--- src/rtl/sr_btn_pkg.sv ---
// Shared definitions for the LED shift-register / button / SPI pad interface.
package sr_btn_pkg;

  typedef enum logic [2:0] {
    ST_IDLE     = 3'd0,
    ST_SPI      = 3'd1,
    ST_SHIFT_LO = 3'd2,
    ST_SHIFT_HI = 3'd3,
    ST_LATCH    = 3'd4,
    ST_SENSE    = 3'd5,
    ST_PAUSE    = 3'd6
  } state_t;

  // Bit positions inside the {csn,clk,miso,mosi} pad bundles
  localparam int IDX_MOSI = 0;
  localparam int IDX_MISO = 1;
  localparam int IDX_CLK  = 2;
  localparam int IDX_CSN  = 3;

endpackage

--- src/rtl/sr_btn_debounce.sv ---
// Button debouncer: btn value flips only after DEB_CNT consecutive raw
// decisions that disagree with it; emits one-cycle press/release pulses.
module sr_btn_debounce #(
  parameter int DEB_CNT = 2
) (
  input  logic clk,
  input  logic rst,
  input  logic raw_i,
  input  logic raw_stb_i,
  output logic val_o,
  output logic press_o,
  output logic release_o
);

  localparam logic [3:0] DEB_V = 4'(DEB_CNT);

  logic [3:0] cnt_q, cnt_d;
  logic       val_q, val_d;
  logic       press_q, press_d;
  logic       rel_q, rel_d;

  // Count disagreeing decisions; a matching decision restarts the count
  always_comb begin
    cnt_d   = cnt_q;
    val_d   = val_q;
    press_d = 1'b0;
    rel_d   = 1'b0;
    if (raw_stb_i) begin
      if (raw_i == val_q) begin
        cnt_d = '0;
      end else if ((cnt_q + 4'd1) >= DEB_V) begin
        cnt_d   = '0;
        val_d   = raw_i;
        press_d = raw_i;
        rel_d   = ~raw_i;
      end else begin
        cnt_d = cnt_q + 4'd1;
      end
    end
  end

  // Debounce state and event registers
  always_ff @(posedge clk) begin
    if (rst) begin
      cnt_q   <= '0;
      val_q   <= 1'b0;
      press_q <= 1'b0;
      rel_q   <= 1'b0;
    end else begin
      cnt_q   <= cnt_d;
      val_q   <= val_d;
      press_q <= press_d;
      rel_q   <= rel_d;
    end
  end

  assign val_o     = val_q;
  assign press_o   = press_q;
  assign release_o = rel_q;

endmodule

--- src/rtl/sr_btn_if_gen.sv ---
// LED shift-register driver sharing the flash SPI pads, with RCLK-pad button
// sensing, debounce and periodic refresh of the last LED word.
module sr_btn_if_gen
  import sr_btn_pkg::*;
#(
  parameter int SR_WIDTH      = 16,
  parameter int MSB_FIRST     = 1,
  parameter int TICK_LOG2_DIV = 3,
  parameter int SENSE_LOG2    = 3,
  parameter int SENSE_THRESH  = 4,
  parameter int DEB_CNT       = 2,
  parameter int REFRESH_LOG2  = 16
) (
  input  logic                clk,
  input  logic                rst,
  input  logic [SR_WIDTH-1:0] sr_val,
  input  logic                sr_go,
  output logic                sr_rdy,
  input  logic                spi_req,
  output logic                spi_gnt,
  input  logic [3:0]          spi_o,
  input  logic [3:0]          spi_oe,
  output logic [2:0]          spi_i,
  output logic [3:0]          pad_o,
  output logic [3:0]          pad_oe,
  input  logic [2:0]          pad_i,
  output logic                rclk_o,
  output logic                rclk_oe,
  input  logic                rclk_i,
  output logic                btn_val,
  output logic                btn_stb,
  output logic                btn_press,
  output logic                btn_release
);

  localparam int TW = (TICK_LOG2_DIV > 0) ? TICK_LOG2_DIV : 1;
  localparam int BW = $clog2(SR_WIDTH + 1);
  localparam int HW = SENSE_LOG2 + 1;
  localparam int RW = (REFRESH_LOG2 > 0) ? REFRESH_LOG2 : 1;
  localparam logic [BW-1:0] BIT_LAST   = BW'(SR_WIDTH);
  localparam logic [HW-1:0] SENSE_LAST = HW'((1 << SENSE_LOG2) - 1);
  localparam logic [HW:0]   THRESH_V   = (HW + 1)'(SENSE_THRESH);

  state_t              state_q, state_d;
  logic [TW-1:0]       tick_q, tick_d;
  logic                tick, busy;
  logic [BW-1:0]       bit_q, bit_d;
  logic [HW-1:0]       scnt_q, scnt_d;
  logic [HW-1:0]       high_q, high_d;
  logic [SR_WIDTH-1:0] shift_q, shift_d, shift_adv;
  logic [SR_WIDTH-1:0] last_q, last_d;
  logic [RW-1:0]       ref_q;
  logic                pend_q, pend_d, ref_wrap, go_acc, ref_start;
  logic [1:0]          sync_q;
  logic                pclk_q, pclk_d, mosi_q, mosi_d, cur_bit;
  logic                rclk_o_q, rclk_o_d, rclk_oe_q, rclk_oe_d;
  logic                gnt_q, stb_q, raw, raw_stb;

  assign busy = (state_q != ST_IDLE) && (state_q != ST_SPI);
  assign tick = busy && ((TICK_LOG2_DIV == 0) || (tick_q == '1));
  assign tick_d = busy ? tick_q + 1'b1 : '0;

  assign shift_adv = (MSB_FIRST != 0) ? {shift_q[SR_WIDTH-2:0], 1'b0}
                                      : {1'b0, shift_q[SR_WIDTH-1:1]};
  assign cur_bit   = (MSB_FIRST != 0) ? shift_d[SR_WIDTH-1] : shift_d[0];

  assign ref_wrap = (REFRESH_LOG2 != 0) && (ref_q == '1);
  assign pend_d   = ref_wrap ? 1'b1 : ((go_acc || ref_start) ? 1'b0 : pend_q);

  assign raw_stb = (state_q == ST_PAUSE) && tick;
  assign raw     = ({1'b0, high_q} < THRESH_V);

  // Sequencer: next state, shift data and bit/sense counters
  always_comb begin
    state_d   = state_q;
    shift_d   = shift_q;
    last_d    = last_q;
    bit_d     = bit_q;
    scnt_d    = scnt_q;
    high_d    = high_q;
    go_acc    = 1'b0;
    ref_start = 1'b0;
    case (state_q)
      ST_IDLE: begin
        if (sr_go) begin
          go_acc  = 1'b1;
          shift_d = sr_val;
          last_d  = sr_val;
          bit_d   = '0;
          state_d = ST_SHIFT_LO;
        end else if (spi_req) begin
          state_d = ST_SPI;
        end else if (pend_q) begin
          ref_start = 1'b1;
          shift_d   = last_q;
          bit_d     = '0;
          state_d   = ST_SHIFT_LO;
        end
      end
      ST_SPI: if (!spi_req) state_d = ST_IDLE;
      ST_SHIFT_LO: begin
        if (tick) begin
          bit_d   = bit_q + 1'b1;
          state_d = ST_SHIFT_HI;
        end
      end
      ST_SHIFT_HI: begin
        if (tick) begin
          shift_d = shift_adv;
          state_d = (bit_q == BIT_LAST) ? ST_LATCH : ST_SHIFT_LO;
        end
      end
      ST_LATCH: begin
        scnt_d = '0;
        high_d = '0;
        if (tick) state_d = ST_SENSE;
      end
      ST_SENSE: begin
        if (tick) begin
          scnt_d = scnt_q + 1'b1;
          high_d = high_q + HW'(sync_q[1]);
          if (scnt_q == SENSE_LAST) state_d = ST_PAUSE;
        end
      end
      ST_PAUSE: if (tick) state_d = ST_IDLE;
      default: state_d = ST_IDLE;
    endcase
  end

  // Pad drive derived from the upcoming state so pads line up with state_q
  always_comb begin
    pclk_d    = 1'b0;
    mosi_d    = 1'b0;
    rclk_o_d  = 1'b0;
    rclk_oe_d = 1'b1;
    case (state_d)
      ST_SHIFT_LO: mosi_d = cur_bit;
      ST_SHIFT_HI: begin
        mosi_d = cur_bit;
        pclk_d = 1'b1;
      end
      ST_LATCH: rclk_o_d = 1'b1;
      ST_SENSE: begin
        rclk_o_d  = 1'b1;
        rclk_oe_d = 1'b0;
      end
      ST_PAUSE: rclk_oe_d = 1'b0;
      default: ;
    endcase
  end

  // Control, counter and pad registers
  always_ff @(posedge clk) begin
    if (rst) begin
      state_q   <= ST_IDLE;
      tick_q    <= '0;
      bit_q     <= '0;
      scnt_q    <= '0;
      high_q    <= '0;
      last_q    <= '0;
      ref_q     <= '0;
      pend_q    <= 1'b0;
      sync_q    <= 2'b11;
      pclk_q    <= 1'b0;
      mosi_q    <= 1'b0;
      rclk_o_q  <= 1'b0;
      rclk_oe_q <= 1'b1;
      gnt_q     <= 1'b0;
      stb_q     <= 1'b0;
    end else begin
      state_q   <= state_d;
      tick_q    <= tick_d;
      bit_q     <= bit_d;
      scnt_q    <= scnt_d;
      high_q    <= high_d;
      last_q    <= last_d;
      ref_q     <= ref_q + 1'b1;
      pend_q    <= pend_d;
      sync_q    <= {sync_q[0], rclk_i};
      pclk_q    <= pclk_d;
      mosi_q    <= mosi_d;
      rclk_o_q  <= rclk_o_d;
      rclk_oe_q <= rclk_oe_d;
      gnt_q     <= (state_d == ST_SPI);
      stb_q     <= raw_stb;
    end
  end

  // Shift data register; its content is don't-care until loaded in IDLE
  always_ff @(posedge clk) begin
    shift_q <= shift_d;
  end

  // Pad mux: SPI core owns the pads while granted, csn always driven
  always_comb begin
    pad_o  = '0;
    pad_oe = '0;
    if (gnt_q) begin
      pad_o           = spi_o;
      pad_oe          = spi_oe;
      pad_oe[IDX_CSN] = 1'b1;
    end else begin
      pad_o[IDX_CSN]   = 1'b1;
      pad_o[IDX_CLK]   = pclk_q;
      pad_o[IDX_MOSI]  = mosi_q;
      pad_oe[IDX_CSN]  = 1'b1;
      pad_oe[IDX_CLK]  = 1'b1;
      pad_oe[IDX_MOSI] = 1'b1;
    end
  end

  assign spi_i   = pad_i;
  assign spi_gnt = gnt_q;
  assign sr_rdy  = (state_q == ST_IDLE);
  assign rclk_o  = rclk_o_q;
  assign rclk_oe = rclk_oe_q;
  assign btn_stb = stb_q;

  sr_btn_debounce #(
    .DEB_CNT(DEB_CNT)
  ) u_deb (
    .clk       (clk),
    .rst       (rst),
    .raw_i     (raw),
    .raw_stb_i (raw_stb),
    .val_o     (btn_val),
    .press_o   (btn_press),
    .release_o (btn_release)
  );

endmodule

--- config.mk ---
export PLATFORM = sky130hd
export DESIGN_NAME = sr_btn_if_gen
export DESIGN_NICKNAME = d
export VERILOG_FILES = /design/src/rtl/sr_btn_pkg.sv /design/src/rtl/sr_btn_debounce.sv /design/src/rtl/sr_btn_if_gen.sv
export SDC_FILE = /design/constraint.sdc
export NUM_CORES = 1
export LEC_CHECK = 0
export BUFFER_PORTS_ARGS = -buffer_cell sky130_fd_sc_hd__clkbuf_2
export CAP_MARGIN = 20
export CORE_MARGIN = 2
export CORE_UTILIZATION = 50
export DETAILED_ROUTE_END_ITERATION = 10
export PLACE_DENSITY = 0.78
export SLEW_MARGIN = 10
export SYNTH_ARGS = -nofsm -noshare
export SYNTH_HDL_FRONTEND = slang
export SYNTH_SLANG_ARGS = --single-unit
--- constraint.sdc ---
create_clock -name clk -period 3.7 [get_ports clk]
set_input_delay 0.37 -clock clk [delete_from_list [all_inputs] [get_ports clk]]
set_output_delay 0.37 -clock clk [all_outputs]
set_load 0.02 [all_outputs]
# Word level (Yosys, flattened, before mapping)

Cells that the tools add are included.

Add/sub/neg operators: 6
Order comparisons: 2
Eq/ne operators: 23
Muxes and demuxes: 45
Bitwise gates (word level): 6
Reductions and logical operators: 21

Operators with widths:

| operator              | count |
|---|---|
| $mux 16               | 4 |
| $mux 3                | 11 |
| $pmux 16 s2           | 1 |
| $eq 3x3->1 const B    | 7 |
| $pmux 3 s7            | 1 |
| $mux 5                | 4 |
| $add 16x1->16 const B | 1 |
| $eq 16x16->1 const B  | 1 |
| $mux 1                | 16 |
| $mux 4                | 4 |
| $pmux 4 s2            | 2 |
| $eq 3x2->1 const B    | 4 |
| $pmux 5 s2            | 1 |
| $reduce_or 2->1       | 5 |
| $add 4x1->4 const B   | 2 |
| $reduce_and 4->1      | 2 |
| $reduce_bool 2->1     | 4 |
| $eq 3x1->1 const B    | 2 |
| $ne 2x2->1 const B    | 3 |
| $not 1->1             | 6 |
| $add 5x1->5 const B   | 1 |
| $eq 5x5->1 const B    | 1 |
| $add 4x1->4           | 1 |
| $eq 4x3->1 const B    | 1 |
| other kinds (15)      | 18 |

Bits in registers: 83
Word-level logic and storage cells: 124

# Depth between registers and ports, before layout

Gate-level depths: netlist (run 1).

Word-level depth: 9
Mapped depth: 9
Mapped depth without buffers: 7

# Cells and area by module

Synthesis (run 1) repeated with hierarchy kept, for this count alone.

Cells, all modules: 386
Area, all modules: 3,621.0 um^2

By module, submodules not included:

| module          | times used | cells an instance | area each (um^2) | seq. area each (um^2) |
|---|---|---|---|---|
| sr_btn_if_gen   | 1          | 352               | 3,269.4          | 1,671.6 |
| sr_btn_debounce | 1          | 34                | 351.6            | 140.1 |

# Least setup slack after synthesis (run 1)

OpenSTA, ideal clock, no wires.

Kind: flip-flop to flip-flop
From: register state_q[0]
To: register shift_q[0], enable pin
Arrival time: 1.721 ns
Data required time: 3.308 ns
Setup slack: 1.587 ns
Cell stages (with the launch flop): 7
Buffers on the path: 2
Clock period less this slack: 2.113 ns
Cells stage by stage: dfxtp_1 -> buf_4 -> buf_4 -> nor2_1 -> o21ai_0 -> a21o_1 -> a21oi_1

Longest elaborated chain between the ends: 5

RTL lines:

| what                                                   | line                 | source |
|---|---|---|
| start, declared                                        | sr_btn_if_gen.sv:44  | `state_t state_q, state_d;` |
| start signal, assigned                                 | sr_btn_if_gen.sv:171 | `state_q <= state_d;` |
| $ne 3x1->1 / $reduce_bool 3->1 (equally long branches) | sr_btn_if_gen.sv:59  | `assign busy = (state_q != ST_IDLE) && (state_q != ST_SPI);` |
| $logic_and 1x1->1                                      | sr_btn_if_gen.sv:59  |  |
| $logic_and 1x1->1                                      | sr_btn_if_gen.sv:60  | `assign tick = busy && ((TICK_LOG2_DIV == 0) \|\| (tick_q == '1));` |
| $ne 2x2->1 (no line)                                   | --                   |  |
| $reduce_and 4->1 (no line) *                           | --                   |  |
| end signal, assigned                                   | sr_btn_if_gen.sv:191 | `shift_q <= shift_d;` |
| end, declared                                          | sr_btn_if_gen.sv:50  | `logic [SR_WIDTH-1:0] shift_q, shift_d, shift_adv;` |

Mark *: on every way between the ends. The rest lies on a longest branch, timed or not.
A chain may end at the register's enable or synchronous reset.

# Final worst setup path (run 1)

From: register state_q[0]
To: register shift_q[4] (data pin)

Longest elaborated chain between the ends: 2

RTL lines:

| what                                                 | line                | source |
|---|---|---|
| $eq 3x2->1 / $logic_not 3->1 (equally long branches) | sr_btn_if_gen.sv:83 | `case (state_q)` |
| $pmux 16 s2 *                                        | sr_btn_if_gen.sv:83 |  |
| named net shift_d[4]                                 | sr_btn_if_gen.sv:50 |  |

Mark *: on every way through the listed nets, which the timed path passes. The rest lies on a longest branch.

==> results of run 1 <==
cell families (layout without fill, tap and decap cells):
logic type	count (synthesis)	after routing	share of synthesized area, %
AOI/OAI and AO/OA	64	64	13.64
xor gates and xnor gates	22	22	5.292
adders and majority gates	10	10	3.436
buffers and inverters	43	78	5.670
DFF	83	83	49.76
muxes	3	3	0.8934
other	1	1	0.1030
and+or+nand+nor	153	153	21.20
synth_stat cells, types with 2 or more instances:
| cell type | count | area share [%] |
|---|---|---|
| a222oi_1 | 14 | 3.8 |
| buf_1 | 2 | 0.21 |
| o21ai_0 | 8 | 1.1 |
| buf_2 | 6 | 0.82 |
| xnor2_1 | 5 | 1.2 |
| nand3b_1 | 2 | 0.41 |
| xor2_1 | 17 | 4.1 |
| ha_1 | 10 | 3.4 |
| inv_1 | 19 | 2.0 |
| dfxtp_1 | 68 | 37 |
| mux2_2 | 2 | 0.62 |
| or3_1 | 4 | 0.69 |
| nand4_1 | 9 | 1.5 |
| nand2b_1 | 6 | 1.0 |
| nor2b_1 | 9 | 1.5 |
| clkbuf_1 | 6 | 0.62 |
| edfxtp_1 | 15 | 12 |
| nand3_1 | 7 | 0.96 |
| and3_1 | 2 | 0.34 |
| a21oi_1 | 23 | 3.2 |
| or2_2 | 2 | 0.34 |
| a22oi_1 | 3 | 0.62 |
| and2_1 | 7 | 1.2 |
| nor2_1 | 34 | 3.5 |
| nor3_1 | 6 | 0.82 |
| a21o_1 | 4 | 0.82 |
| nor3b_1 | 3 | 0.62 |
| buf_4 | 10 | 2.1 |
| nand2_1 | 50 | 5.2 |
| and3b_1 | 3 | 0.72 |
cells in the final DEF (no fill, tap or decap), types with 2 or more instances in the layout:
cell	n
nor3_1	6
clkinv_2	5
or3_1	4
a22oi_1	3
nor2_1	34
inv_1	19
xnor2_1	5
clkbuf_2	42
nand4_1	9
a21oi_1	23
mux2_2	2
xor2_1	17
nand2_1	50
nand2b_1	6
and3b_1	3
a21o_1	4
edfxtp_1	15
ha_1	10
o21ai_0	8
nand3_1	7
nor3b_1	3
and2_1	7
or2_2	2
and3_1	2
a222oi_1	14
nand3b_1	2
clkbuf_8	9
nor2b_1	9
dfxtp_1	68
stage by stage:
stage	power, mW	setup slack (ns)	cell area [um^2]	utilization [%]	cells
floorplan	1.124	1.587	3641	-	379
global placement	1.158	1.398	3847	53.91	497
detailed placement	1.163	1.381	3847	53.91	497
CTS	1.776	1.375	4030	56.47	513
global route	1.833	1.204	4030	56.47	513
finish	1.753	1.293	4030	56.47	513
state kept, by name, indices dropped and copies added (netlist names):
name	cells
bit_q	5
btn_stb	1
high_q	4
last_q	16
mosi_q	1
pclk_q	1
pend_q	1
rclk_o	1
rclk_oe	1
ref_q	16
scnt_q	4
shift_q	16
spi_gnt	1
state_q	3
sync_q	2
tick_q	3
u_deb.cnt_q	4
u_deb.press_o	1
u_deb.release_o	1
u_deb.val_o	1
per-layer routing:
layer | share of wire, % | up-vias | global-route usage [%]
met5 | 0 | - | 0
met4 | 1.2 | 0 | 5.970
met3 | 7.5 | 8 | 5.817
met2 | 47 | 89 | 27.74
met1 | 44 | 1249 | 21.42
li1 | - | 1373 | -
critical path: stages, from the launching register on:
cell and delay (ns):
dfxtp_1 0.76, nor2b_1 0.28, nor2b_1 0.91, a222oi_1 0.19, inv_1 0.12
layout make-up:
type	instances	share of cell area [%]
Tap cell	99	3.074
Sequential cell	83	44.95
Inverter	19	1.770
Timing Repair Buffer	43	5.402
Clock inverter	7	1.459
Clock buffer	9	3.074
Multi-Input combinational cell	253	40.27
power by group through the flow:
stage	sequential (mW)	clock, mW	combinational, mW
6_report	0.990	0.610	0.153
5_1_grt	0.994	0.666	0.172
4_1_cts	0.989	0.632	0.154
3_5_place_dp	1.01	0	0.153
3_3_place_gp	1.01	0	0.150
2_1_floorplan	0.999	0	0.125
worst max path at each step:
stage	start	end	slack [ns]	depth (start not counted)
after global routing	state_q[0]	shift_q[4]	1.20	4
final	state_q[0]	shift_q[4]	1.29	4
after CTS	state_q[0]	shift_q[4]	1.38	4
after detailed placement	state_q[0]	shift_q[4]	1.38	4
after global placement	state_q[0]	shift_q[4]	1.40	4
after floorplan	state_q[0]	shift_q[0]	1.59	6
==> results.py, run 1 <==
metrics = {
    "clocking": {
        "holdBufCountCts": 0,
        "numClockSinks": 83,
        "cts_tree": "done",
        "clkTransAtPathRegs_ns": 0.08,
        "htreeDepth": 3,
        "clockBufferDepth": 2,
        "numCtsBuffers": 9,
        "clock_latency_ns": 0.35,
        "post_cts_resized": 0,
        "cts_root_buffer": "clkbuf_8",
        "post-cts-setup-buffer-count": 0,
    },
    "timing": {
        "relSlewSlack_pct": 24.96,
        "slew_violations": 0,
        "fmax_mhz": 415.5,
        "setup_tns_ns": 0,
        "hold_slack_ns": 0.2001,
        "finalHoldViolCount": 0,
        "finClkSkew_ns": 0.007274,
        "finalSetupViolCount": 0,
        "fin_crit_sh_pct": 65.05,
        "rsz0062_at_grt": "false",
        "worstMarginPinSlew_ns": 1.123,
        "min_period_ns": 2.407,
    },
    "yosys": {
        "synth_warnings": 0,
        "synth_edf_count": 15,
        "synth_nets": 421,
        "synth-seq-cells": 83,
        "synth.lib_cells_used.distinct": 53,
        "ys_async_sr_fraction_pct": 0,
        "syn-instance-count": 379,
        "synth_top_flop_cell": "dfxtp_1",
        "syn_avg_cell_area_um2": 9.607,
        "seq_area_frac_synth_pct": 49.76,
        "syn-cell-area_um2": 3641,
    },
    "power": {
        "ir_worst_vdd_mv": 0.1921,
        "leakage_nw": 1.649,
        "p_sw_share_pct": 24.12,
        "sequentialPowerShare_pct": 56.5,
        "p_int_mw": 1.330,
        "p_clk_share_pct": 34.8,
        "power_frac_comb_pct": 8.7,
        "power.switching_uw": 422.9,
        "pwr_density_cell_nw_per_um2": 434.9,
    },
    "final_layout": {
        "ff_latch_area_um2": 1812,
        "n_antenna_cell": 0,
        "nets": 451,
        "multiInputGateArea_um2": 1623,
        "drive_gt1_share_pct": 16.91,
        "synthToLayoutAreaGrowth_pct": 10.69,
        "fillCellCount": 667,
    },
    "die": {
        "die_y_um": 89.34,
        "io_pins": 51,
        "num_rows": 31,
        "start_util_pct": 51.02,
        "core_area_um2": 7137,
        "die_area_um2": 7981,
        "fp.dieW_um": 89.34,
    },
    "hold_path": {
        "holdPathEnd": "sync_q[0]",
        "hold_class": "in2reg",
        "min_from": "rclk_i",
        "hold-path-cell-count": 2,
    },
    "routing": {
        "dr.pass1.iters": 6,
        "wl_per_cell_um": 12.99,
        "antenna_left": 0,
        "drc": 0,
        "vias": 2719,
        "drt_iter0_drc": 217,
        "routed_via_density": 5.300,
        "wirelength_mm": 6.662,
    },
    "setup_path": {
        "endpoint_kind": "register",
        "arrival_ns": 2.62,
        "reg2reg_slack_ns": 1.29,
        "r2r.worst_path.cells": 4,
        "r2r_end": "shift_q[4]",
        "critical_path_class": "reg2reg",
        "critical_path_required_ns": 3.91,
        "r2r-start": "state_q[0]",
        "crit_fanout": 16,
        "critPathLaunchType": "register",
    },
    "outcome": {
        "status": "finished, final reports clean",
    },
    "global_route": {
        "gr-total-overflow": 0,
        "grt_pass1_vias": 2475,
        "grt_pass1_wl_mm": 10.61,
        "track_usage_pct": 17.15,
        "grt_max_degree": 53,
        "antenna_found_initial": 0,
    },
    "placement": {
        "portBuffers": 42,
        "gp_congestion": 0.7885,
        "dp_hpwl_mm": 4.405,
    },
    "run": {
        "maxCapViolCount": 0,
    },
}
(Power assumes the default switching activity.)
==> run 2: changes to the inputs <==
Settings changed: PLACE_DENSITY 0.78 to 0.81.
Clock period 3.7 ns to 2.1 ns, I/O delays scaled along.
==> run 2 against run 1 <==
Effect of this change: power up 87%; highest routed layer unchanged; worst setup slack worse by 1.2 ns; via count up 4.9%; critical path type unchanged; count of clock-buffer cells in the layout up 2; die area unchanged.
==> results.py, run 2 (synthesis gave the netlist of run 1 again) <==
metrics = {
    "outcome": {
        "status": "finished, final reports clean",
    },
    "final_layout": {
        "ff_latch_area_um2": 1812,
        "multiInputGateArea_um2": 1639,
        "n_antenna_cell": 0,
        "reg.largest.list": "last_q: 16 flops, ref_q: 16 flops, shift_q: 16 flops",
        "synthToLayoutAreaGrowth_pct": 15.05,
        "design_area_um2": 4189,
        "nets": 465,
        "fillCellCount": 633,
        "final_common_cell": "dfxtp_1",
        "utilization_pct": 58.70,
        "final_cell_mix": "dfxtp_1 (68), nand2_1 (50), clkbuf_2 (42)",
        "drive_gt1_share_pct": 20.09,
    },
    "timing": {
        "rsz0062_at_grt": "false",
        "finalSetupViolCount": 0,
        "setup_tns_ns": 0,
        "min_period_ns": 1.959,
        "slew_violations": 0,
        "relSlewSlack_pct": 50.88,
        "fin_crit_sh_pct": 93.30,
        "hold_slack_ns": 0.03338,
        "worstMarginPinSlew_ns": 0.7367,
        "fmax_mhz": 510.4,
        "finClkSkew_ns": 0.007461,
        "finalHoldViolCount": 0,
    },
    "die": {
        "die_area_um2": 7981,
        "fp.dieW_um": 89.34,
        "core_area_um2": 7137,
        "die_y_um": 89.34,
        "io_pins": 51,
        "num_rows": 31,
        "start_util_pct": 51.02,
    },
    "clocking": {
        "cts_tree": "done",
        "numClockSinks": 83,
        "cts_root_buffer": "clkbuf_8",
        "holdBufCountCts": 0,
        "clkTransAtPathRegs_ns": 0.08,
        "numCtsBuffers": 9,
        "clockBufferDepth": 2,
        "htreeDepth": 3,
        "clock_latency_ns": 0.36,
    },
    "placement": {
        "place_area_um2": 3969,
        "dp_hpwl_mm": 4.725,
        "portBuffers": 42,
        "gp_congestion": 0.8271,
    },
    "global_route": {
        "grt_max_degree": 38,
        "antenna_found_initial": 0,
        "grt_pass1_wl_mm": 11.65,
        "grt_pass1_vias": 2677,
        "track_usage_pct": 18.84,
        "gr-total-overflow": 0,
    },
    "hold_path": {
        "holdPathEnd": "sync_q[0]",
        "hold-path-cell-count": 2,
        "hold_class": "in2reg",
        "min_from": "rclk_i",
    },
    "routing": {
        "routed_via_density": 5.410,
        "wl_per_cell_um": 13.53,
        "dr.pass1.iters": 6,
        "vias": 2851,
        "antenna_left": 0,
        "drt_iter0_drc": 209,
        "wirelength_mm": 7.129,
        "drc": 0,
    },
    "setup_path": {
        "critPathLaunchType": "register",
        "critical_path_required_ns": 2.35,
        "endpoint_kind": "register",
        "critical_path_class": "reg2reg",
        "arrival_ns": 2.21,
        "r2r.worst_path.cells": 5,
        "reg2reg_slack_ns": 0.14,
        "r2r_end": "mosi_q",
        "crit_fanout": 16,
        "r2r-start": "state_q[1]",
    },
    "power": {
        "ir_worst_vdd_mv": 0.3736,
        "leakage_nw": 1.729,
        "pwr_density_cell_nw_per_um2": 781.8,
    },
    "run": {
        "maxCapViolCount": 0,
    },
}
[run 2: worst max-delay path by stage]
stage	from	to	slack (ns)	cells past startpoint
floorplan	tick_q[0]	rclk_oe	0.27	9
global placement	state_q[1]	shift_q[12]	0.12	4
detailed placement	tick_q[0]	shift_q[5]	0.005	6
CTS	tick_q[0]	bit_q[3]	0.09	8
global route	tick_q[0]	mosi_q	0.02	8
finish	state_q[1]	mosi_q	0.14	5
[run 2: routing by layer]
| metal | routed length, um | track usage [%] | up-vias |
|---|---|---|---|
| met5 | 0 | 0 | - |
| met4 | 136 | 9.498 | 0 |
| li1 | - | - | 1400 |
| met3 | 302 | 3.878 | 18 |
| met2 | 3582 | 31.31 | 70 |
| met1 | 3108 | 23.17 | 1363 |
[run 2: stage by stage]
| stage | std cells | total power, mW | worst slack [ns] |
|---|---|---|---|
| finish | 527 | 3.275 | 0.1406 |
| detailed placement | 511 | 2.085 | 0.005363 |
| global route | 527 | 3.397 | 0.02414 |
| floorplan | 379 | 1.982 | 0.2666 |
| CTS | 527 | 3.292 | 0.09125 |
| global placement | 511 | 2.071 | 0.1233 |
[run 2: what timing repair did]
action,4_1_cts,5_1_grt
setup buffers,0,0
pin swaps,0,1
endpoints found under the setup margin,11,19
gates resized for setup,1,2
[run 2: report_power, final]
group,switching [mW],total (mW),leakage [nW],internal [mW]
sequential,0.0459,1.74,0.700,1.70
clock,0.551,1.22,0.108,0.667
combinational,0.177,0.312,0.921,0.135
[run 2: cell type report]
| class | count | area share, % |
|---|---|---|
| Tap cell | 99 | 2.957 |
| Multi-Input combinational cell | 253 | 39.13 |
| Sequential cell | 83 | 43.25 |
| Timing Repair Buffer | 57 | 8.005 |
| Clock inverter | 5 | 1.822 |
| Clock buffer | 11 | 3.136 |
| Inverter | 19 | 1.703 |
[run 2: critical path, cell delays in order, from the launching register on]
cell and delay [ns]:
dfxtp_1 0.57, nor2_2 0.13, and3_1 0.42, a221o_1 0.44
a21o_1 0.17, nor2b_1 0.12
==> run 3: changes to the inputs <==
Settings changed: ABC_AREA from default to 1, PLACE_DENSITY 0.81 to 0.8.
==> run 3 against run 2 <==
Effect of this change: sequential share of layout area is 1.9 points lower; cell count is 21% higher; worst hold slack better by 0.0053 ns; flip-flop and latch count stayed put.
==> results.py, run 3 <==
metrics = {
    "outcome": {
        "status": "finished, final reports clean",
    },
    "final_layout": {
        "fillCellCount": 688,
        "multiInputGateArea_um2": 1788,
        "final_cell_mix": "nand2_1 (112), dfxtp_1 (68), inv_1 (44), nand3_1 (44), clkbuf_2 (42)",
        "final_common_cell": "nand2_1",
        "ff_latch_area_um2": 1812,
        "nets": 571,
        "synthToLayoutAreaGrowth_pct": 12.52,
        "reg.largest.list": "last_q: 16 flops, ref_q: 16 flops, shift_q: 16 flops",
        "drive_gt1_share_pct": 19.66,
        "n_antenna_cell": 0,
    },
    "setup_path": {
        "critical_path_class": "reg2reg",
        "reg2reg_slack_ns": 0.22,
        "critPathLaunchType": "register",
        "crit_fanout": 19,
        "critical_path_required_ns": 2.35,
        "crit_path_cell_trace": "ha_1, ha_1, inv_1, nor2_8, nand2_2, nand2_1, nand2_1, nor2_1, nand2_1, nand2_1, nand2_1",
        "cp_slowest_cell": "dfxtp_1",
        "crit_top_cell": "nand2_1",
        "arrival_ns": 2.14,
        "endpoint_kind": "register",
        "critPathMaxStageDelay_ns": 0.34,
    },
    "power": {
        "pwr_density_cell_nw_per_um2": 742.3,
        "leakage_nw": 1.847,
        "power.switching_uw": 810.2,
        "p_clk_share_pct": 36.3,
        "p_int_mw": 2.444,
        "p_sw_share_pct": 24.90,
        "sequentialPowerShare_pct": 54.1,
        "ir_worst_vdd_mv": 0.3549,
        "power_frac_comb_pct": 9.5,
    },
    "timing": {
        "fin_crit_sh_pct": 89.66,
        "rsz0062_at_grt": "false",
        "hold_slack_ns": 0.03864,
        "fmax_mhz": 531.1,
        "min_period_ns": 1.883,
        "setup_tns_ns": 0,
        "finalHoldViolCount": 0,
        "relSlewSlack_pct": 63.79,
        "slew_violations": 0,
        "worstMarginPinSlew_ns": 0.5424,
        "finalSetupViolCount": 0,
        "finClkSkew_ns": 0.01040,
    },
    "yosys": {
        "synth.most_common_cell": "nand2_1",
        "synth.lib_cells_used.distinct": 38,
        "syn-cell-area_um2": 3896,
        "synth_top_flop_cell": "dfxtp_1",
        "syn_avg_cell_area_um2": 7.984,
        "synth_warnings": 0,
        "seq_area_frac_synth_pct": 46.50,
        "synth-seq-cells": 83,
        "synth_edf_count": 15,
        "synthTopCellsByArea": "dfxtp_1 (35%), edfxtp_1 (12%), nand2_1 (11%), nand3_1 (5.7%), a21oi_1 (5.4%)",
        "synth_top_area_share_pct": 34.94,
        "synthTopCellsByCount": "nand2_1 (112), dfxtp_1 (68), inv_1 (44), nand3_1 (44), a21oi_1 (42)",
        "syn-instance-count": 488,
        "synth_nets": 530,
        "synth_top_area_cell": "dfxtp_1",
        "ys_async_sr_fraction_pct": 0,
    },
    "clocking": {
        "clock_latency_ns": 0.36,
        "post_cts_resized": 0,
        "htreeDepth": 3,
        "post-cts-setup-buffer-count": 0,
        "numClockSinks": 83,
        "numCtsBuffers": 9,
        "clockBufferDepth": 2,
        "cts_root_buffer": "clkbuf_8",
        "clkTransAtPathRegs_ns": 0.08,
        "holdBufCountCts": 0,
        "cts_tree": "done",
    },
    "die": {
        "num_rows": 32,
        "fp.dieW_um": 92.28,
        "start_util_pct": 50.95,
        "core_area_um2": 7647,
        "die_y_um": 92.28,
        "die_area_um2": 8515,
        "io_pins": 51,
    },
    "routing": {
        "antenna_left": 0,
        "drt_iter0_drc": 168,
        "routed_via_density": 5.105,
        "dr.pass1.iters": 5,
        "vias": 3247,
        "wl_per_cell_um": 11.77,
        "wirelength_mm": 7.485,
        "drc": 0,
    },
    "global_route": {
        "grt_pass1_wl_mm": 13.10,
        "track_usage_pct": 18.79,
        "gr-total-overflow": 0,
        "grt.met2_usage_pct": 32.29,
        "grt_max_degree": 44,
        "met3_usage_pct": 4.026,
        "grt_pass1_vias": 3073,
        "use_met1_pct": 23.01,
        "antenna_found_initial": 0,
        "gr-max-usage-layer": "met2",
    },
    "placement": {
        "portBuffers": 42,
        "dp_hpwl_mm": 5.292,
        "gp_congestion": 0.8794,
    },
    "hold_path": {
        "hold_class": "in2reg",
    },
    "run": {
        "maxCapViolCount": 0,
    },
}
run 3: cell count changes after synthesis, moves of 5 or more:
cell	change
nor3_1	+10
inv_1	+25
nor2_1	+5
nand3_1	+37
nand2_1	+62
nand2b_1	-6
and2_1	-7
nor2_4	+6
a222oi_1	-14
a21oi_1	+19
inv_2	+7
nor2b_1	-9
xor2_1	-17
run 3: worst paths after layout:
check                           depth (start not counted)       from   endpoint
worst min register to register                          1  sync_q[0]  sync_q[1]
worst min-delay path                                    2     rclk_i  sync_q[0]
worst max-delay path                                   11  tick_q[0]    rclk_oe
worst max register to register                         11  tick_q[0]    rclk_oe
run 3: metal layers:
layer	routed length, um	share of wire, %	vias to the layer above
li1	-	-	1686
met1	3465	46	1473
met2	3502	47	75
met3	362	4.8	13
met4	154	2.1	0
met5	0	0	-
run 3: logic make-up (layout without fill, tap and decap cells):
| kind of cell | count (synthesis) | after routing | share of synthesized area [%] |
|---|---|---|---|
| xor+xnor | 3 | 3 | 0.6745 |
| compound gates | 64 | 64 | 8.831 |
| flops | 83 | 83 | 46.50 |
| other cells | 1 | 1 | 0.09625 |
| simple gates | 255 | 255 | 32.40 |
| mux | 2 | 2 | 0.5780 |
| buf+inv | 70 | 116 | 7.707 |
| fa+ha+maj | 10 | 10 | 3.211 |
run 3: area by class of cell:
class | count | share of cell area (%)
inverter | 53 | 4.652
sequential | 83 | 41.32
tap | 102 | 2.911
clock buffer | 12 | 3.567
clock inverter | 4 | 1.113
multi-input combinational | 335 | 40.78
timing repair buffer | 47 | 5.651
run 3: worst max-delay path: cells and delay by family, from the launching register on:
family | cells | cell delay (ns)
DFF | 1 | 0.34
adders and majority gates | 2 | 0.36
and+or+nand+nor | 8 | 0.87
buffers and inverters | 1 | 0.20
run 3: power by group through the flow:
stage / Combinational, mW / Sequential (mW) / Clock, mW
6_report: 0.310 / 1.76 / 1.18
5_1_grt: 0.350 / 1.77 / 1.27
4_1_cts: 0.311 / 1.76 / 1.20
3_5_place_dp: 0.310 / 1.80 / 0
3_3_place_gp: 0.300 / 1.79 / 0
2_1_floorplan: 0.237 / 1.79 / 0
run 3: metrics by stage:
step	area (um^2)	power [mW]	utilization (%)	worst slack [ns]	instances
2_1_floorplan	3900	2.024	-	0.2789	488
3_3_place_gp	4179	2.094	54.65	0.2899	620
3_5_place_dp	4179	2.108	54.65	0.2148	620
4_1_cts	4384	3.275	57.33	0.2045	636
5_1_grt	4384	3.390	57.33	0.001846	636
6_report	4384	3.254	57.33	0.2171	636
